--- src/rtl/serial_nibble_rx.sv ---
// ============================================================================
// Module   : serial_nibble_rx
// Purpose  : Oversampled start/stop serial byte receiver (MSB first) with
//            nibble split for two hex digits, valid/ack handshake, framing
//            error pulse and sticky overrun flag.
// Revision : 1.0 - initial release
// ============================================================================
`default_nettype none

module serial_nibble_rx #(
    parameter int CLKS_PER_BIT = 16,
    parameter int DATA_BITS    = 8
) (
    input  logic       clk,
    input  logic       reset_n,
    input  logic       rx_in,
    input  logic       data_ack,
    output logic [7:0] byte_out,
    output logic [3:0] hex_hi,
    output logic [3:0] hex_lo,
    output logic       data_valid,
    output logic       frame_err,
    output logic       overrun
);

    localparam int                 c_CNT_W     = $clog2(CLKS_PER_BIT);
    localparam int                 c_IDX_W     = $clog2(DATA_BITS);
    localparam logic [c_CNT_W-1:0] c_HALF_LAST = c_CNT_W'(CLKS_PER_BIT / 2 - 1);
    localparam logic [c_CNT_W-1:0] c_BIT_LAST  = c_CNT_W'(CLKS_PER_BIT - 1);
    localparam logic [c_IDX_W-1:0] c_IDX_LAST  = c_IDX_W'(DATA_BITS - 1);

    typedef enum logic [2:0] {
        S_IDLE  = 3'd0,
        S_START = 3'd1,
        S_DATA  = 3'd2,
        S_STOP  = 3'd3,
        S_BREAK = 3'd4
    } state_t;

    state_t                 r_state;
    logic                   r_sync1;
    logic                   r_rx_s;
    logic [c_CNT_W-1:0]     r_cnt;
    logic [c_IDX_W-1:0]     r_bit_idx;
    logic [DATA_BITS-1:0]   r_shreg;

    logic                   w_good_load;
    logic                   w_ack;

    // Synchronisers idle high so a reset never fakes a start edge.
    always_ff @(posedge clk or negedge reset_n) begin
        if (!reset_n) begin
            r_sync1 <= 1'b1;
            r_rx_s  <= 1'b1;
        end else begin
            r_sync1 <= rx_in;
            r_rx_s  <= r_sync1;
        end
    end

    assign w_good_load = (r_state == S_STOP) && (r_cnt == c_BIT_LAST) && r_rx_s;
    assign w_ack       = data_ack && data_valid;

    always_ff @(posedge clk or negedge reset_n) begin
        if (!reset_n) begin
            r_state    <= S_IDLE;
            r_cnt      <= '0;
            r_bit_idx  <= '0;
            r_shreg    <= '0;
            byte_out   <= 8'h00;
            data_valid <= 1'b0;
            frame_err  <= 1'b0;
            overrun    <= 1'b0;
        end else begin
            frame_err <= 1'b0;

            case (r_state)
                S_IDLE: begin
                    if (!r_rx_s) begin
                        r_state <= S_START;
                        r_cnt   <= '0;
                    end
                end
                S_START: begin
                    if (r_cnt == c_HALF_LAST) begin
                        r_cnt <= '0;
                        if (!r_rx_s) begin
                            r_state   <= S_DATA;
                            r_bit_idx <= '0;
                        end else begin
                            r_state <= S_IDLE;
                        end
                    end else begin
                        r_cnt <= r_cnt + c_CNT_W'(1);
                    end
                end
                S_DATA: begin
                    if (r_cnt == c_BIT_LAST) begin
                        r_cnt   <= '0;
                        r_shreg <= {r_shreg[DATA_BITS-2:0], r_rx_s};
                        if (r_bit_idx == c_IDX_LAST) begin
                            r_state <= S_STOP;
                        end else begin
                            r_bit_idx <= r_bit_idx + c_IDX_W'(1);
                        end
                    end else begin
                        r_cnt <= r_cnt + c_CNT_W'(1);
                    end
                end
                S_STOP: begin
                    if (r_cnt == c_BIT_LAST) begin
                        r_cnt <= '0;
                        if (r_rx_s) begin
                            r_state <= S_IDLE;
                        end else begin
                            frame_err <= 1'b1;
                            r_state   <= S_BREAK;
                        end
                    end else begin
                        r_cnt <= r_cnt + c_CNT_W'(1);
                    end
                end
                S_BREAK: begin
                    // A line held low must go high before a new start is accepted.
                    if (r_rx_s) begin
                        r_state <= S_IDLE;
                    end
                end
                default: begin
                    r_state <= S_IDLE;
                end
            endcase

            if (w_good_load) begin
                byte_out   <= r_shreg[7:0];
                data_valid <= 1'b1;
                if (data_valid && !data_ack) begin
                    overrun <= 1'b1;
                end else if (w_ack) begin
                    overrun <= 1'b0;
                end
            end else if (w_ack) begin
                data_valid <= 1'b0;
                overrun    <= 1'b0;
            end
        end
    end

    assign hex_hi = byte_out[7:4];
    assign hex_lo = byte_out[3:0];

endmodule

`default_nettype wire

--- config.mk ---
export PLATFORM = sky130hd
export DESIGN_NAME = serial_nibble_rx
export DESIGN_NICKNAME = d
export VERILOG_FILES = /design/src/rtl/serial_nibble_rx.sv
export SDC_FILE = /design/constraint.sdc
export NUM_CORES = 1
export LEC_CHECK = 0
export BUFFER_PORTS_ARGS = -buffer_cell sky130_fd_sc_hd__buf_2
export CORE_MARGIN = 1
export CORE_UTILIZATION = 50
export CTS_CLUSTER_SIZE = 12
export DETAILED_ROUTE_END_ITERATION = 7
export PLACE_DENSITY = 0.76
export SYNTH_ARGS = -nofsm -noshare
export SYNTH_HDL_FRONTEND = slang
export SYNTH_SLANG_ARGS = --single-unit
--- constraint.sdc ---
create_clock -name clk -period 2 [get_ports clk]
set_clock_uncertainty 0.05 [all_clocks]
set_input_delay 0.4 -clock clk [delete_from_list [all_inputs] [get_ports clk]]
set_output_delay 0.4 -clock clk [all_outputs]
set_load 0.03 [all_outputs]
==> results list <==
- The number of failing hold endpoints at the final stage was 0.
- Seq/Total Area, Yosys: ~53%
* Endpoint required time on the critical path: approximately 2.2 ns
- Buffer levels on the longest clock path: 2
- The run finished with clean final reports.
- Summing all non-filler instances in the final layout gives an area of approximately 1600 µm².
- STA classifies the critical path startpoint as a flop.
- In the routed layout, each cell is associated on average with a via count of between 5 and 6.
- Most frequently used flop master after synthesis: sky130_fd_sc_hd__dfrtp_1
- After layout, the worst setup slack is 0.295 ns.
- STA puts the critical path data arrival time at between 1.5 and 2 ns.
- Gate count of the mapped netlist: 117
- Placed instance area: 1520 µm²
* Total routing resource utilization after global routing: 18.0%
* Starting utilization of the core area: 52.9%
- STA classifies the critical path endpoint as a flop.
- Die Outline Area: 3140 µm²
- Overall power of the completed layout: 0.00176 W
- Final hold slack: 0.0373 ns
- Static Leakage: 0.863 nW
- Filler instances: 240
- Summing every instance area after synthesis gives 1460 µm².
- Worst skew pair latency: 0.33 ns
- The region available for standard cell placement spans 2760 µm².
- Initial antenna violation count: 0
- In this run the core area contains 19 standard-cell rows.
- Port buffering added 22 buffers.
- Die Width: about 56 µm
- The congestion estimate from routability-driven global placement came to 0.776.
* Top Ports: 23
- Grt ovf: 0
- Clock tree from TritonCTS: done
- Aggregate negative setup slack: 0 ns
- Largest voltage drop on the vdd net: a little over 600 µV
- Synthesis inferred 31 register bits.
- Clock transition time at the flip-flop clock pins of the worst setup and hold paths: 0.10 ns
* Vias in the first global route: 912
- The Yosys step of the flow raised 0 warnings.
- Detailed placement finished with a half-perimeter wire length of 1710 µm.
* Total vias in the final route: 920
- Post-cts repair resize count: 0
- The number of setup buffers added after CTS is 0.
- The final layout contains routed wiring with a total length of 2390 µm.
* Share of cells above drive strength 1: a little over two fifths
* Final clock period utilization by the worst path: 85.3%
* Largest fanout on the critical path: 8
- Per-instance average area after synthesis: 12.5 µm²
- The tool flagged a number of max-cap violations equal to 0.
- The clock drives 31 sinks.
- Count of different cell masters after synthesis: 32
- DRT iter0 DRCs: 24
- The first TritonRoute pass finished after 4 iterations.
* Number of buffers inserted by hold repair at cts: 0
- In this run the remaining antenna-violating nets after routing total 0.
- Unrepaired setup endpoints after global routing: false
* Most common cell after layout, fill and taps aside: sky130_fd_sc_hd__dfrtp_1
* Worst-case setup slack after placement: between 0.2 and 0.3 ns
- Antenna cells: 0
- First-pass GRT wire length: 4260 µm
* NumNets Final: 141
- Clock root buffer: sky130_fd_sc_hd__clkbuf_4
* Number of flops mapped to enable cells by yosys: 0
* Post-detailed-route DRC marker count: 0
- Worst-case headroom to the max-slew limit: 56.1%
* Die H: between 50 and 60 µm
- Post-synth ARST share: 100%
* Number of max-slew violations in the final report: 0
* Fmax: ~600 MHz
- Total CTS buffers: 5
- Commonest non-fill, non-tap cells in the layout: 29 x sky130_fd_sc_hd__dfrtp_1, 22 x sky130_fd_sc_hd__buf_2, 18 x sky130_fd_sc_hd__mux2_2
* Worst Max-Slew Pin Slew: 0.658 ns
- The synthesized design devotes to its leading area cell type 49.8% of total area.
- The setup path with the least slack is of type flop to flop.
* Number of endpoints failing setup at the final stage: 0
- The clock period could shrink to ~1.7 ns.
- The largest total area in the synthesized netlist belongs to sky130_fd_sc_hd__dfrtp_1.
* Power per cell area: 1100 nW/µm²
- Sorting the synthesized cells by area gives the leading types as sky130_fd_sc_hd__dfrtp_1 50%, sky130_fd_sc_hd__mux2_2 14%, sky130_fd_sc_hd__buf_4 5.2%.
* Path class of the lowest-slack min-delay path: primary input to async pin
* H-tree levels: 2
- Compared with the post-synthesis result, the final layout area differs by 10.3%.
- In the final routed layout, each cell accounts on average for approximately 14 µm.
- Synthesized net count: 124
- Entering global routing, the biggest net connects 32 pins.
==> final timing paths <==
check                                startpoint                      to  slack [ns]  depth (start not counted)
min reg2reg                   r_sync1$_DFF_PN1_        r_rx_s$_DFF_PN1_        0.32                          0
max reg2reg                r_cnt[0]$_DFFE_PN0P_  r_shreg[7]$_DFFE_PN0P_        0.29                          4
max                        r_cnt[0]$_DFFE_PN0P_  r_shreg[7]$_DFFE_PN0P_        0.29                          4
min                                     reset_n  r_state[2]$_DFFE_PN0P_        0.04                          1
max in group asynchronous               reset_n  r_state[0]$_DFFE_PN0P_        1.44                          1
min in group clk                          rx_in       r_sync1$_DFF_PN1_        0.11                          1
==> state kept, by name, summed over array words and instances (netlist names), named ones only <==
register    count
byte_out        8
r_shreg         8
frame_err       1
r_state         3
r_rx_s          1
r_cnt           4
r_sync1         1
data_valid      1
r_bit_idx       3
==> where the power goes <==
part	leakage, nW	switching (W)	internal [W]
logic	0.399	0.000235	0.000213
clock network	0.0482	0.000213	0.000295
registers	0.416	0.000105	0.000701
==> cells in the mapped netlist (2+ instances only) <==
cell type	n
sky130_fd_sc_hd__xor2_1	3
sky130_fd_sc_hd__nor2_1	4
sky130_fd_sc_hd__mux2_2	18
sky130_fd_sc_hd__dfstp_2	2
sky130_fd_sc_hd__o21ai_0	4
sky130_fd_sc_hd__dfrtp_1	29
sky130_fd_sc_hd__a21oi_1	4
sky130_fd_sc_hd__mux2_1	4
sky130_fd_sc_hd__ha_1	3
sky130_fd_sc_hd__buf_2	2
sky130_fd_sc_hd__buf_4	10
sky130_fd_sc_hd__nand2_1	9
sky130_fd_sc_hd__and3_1	2
sky130_fd_sc_hd__nand3_1	2
sky130_fd_sc_hd__inv_1	3
sky130_fd_sc_hd__a21o_1	2
==> final cells by class <==
cell class	instances	area, µm²	area share, %
sequential	31	778	48.4
multi-input combinational	71	583	36.3
timing repair buffer	22	110	6.85
clock buffer	6	51.3	3.19
tap	31	38.8	2.41
clock inverter	2	35.0	2.18
inverter	3	11.3	0.700
==> kinds of logic (layout without fill, tap and decap cells) <==
logic type / Yosys count / in the layout / synth area share (%)
flip-flops: 31 / 31 / 53.4
AND/OR/NAND/NOR: 27 / 27 / 11.1
multiplexers: 22 / 22 / 17.0
AO/OA/AOI/OAI: 16 / 16 / 7.55
buffers and inverters: 15 / 33 / 6.61
adder cells (fa/ha/maj): 3 / 3 / 2.58
XOR/XNOR: 3 / 3 / 1.80
==> layer usage <==
metal  part of all wire (%)  vias to the layer above  track usage (%)
met3                    3.9                        6             7.21
met4                    1.9                        0             6.97
li1                       -                      434                -
met1                     44                      465             22.3
met2                     50                       15             28.2
met5                      0                        -                0
==> critical path: stages (launching register included) <==
cell                       delay [ns]
sky130_fd_sc_hd__dfrtp_1         0.40
sky130_fd_sc_hd__ha_1            0.29
sky130_fd_sc_hd__nand2b_4        0.10
sky130_fd_sc_hd__nor3_4          0.37
sky130_fd_sc_hd__mux2_2          0.39
==> metrics by stage <==
step,std cells,util [%]
6_report,166,58.3
5_1_grt,166,58.3
4_1_cts,166,58.3
3_5_place_dp,158,55.2
3_3_place_gp,158,55.2
2_1_floorplan,117,-
Note: power is estimated with default switching activity, not from simulation.
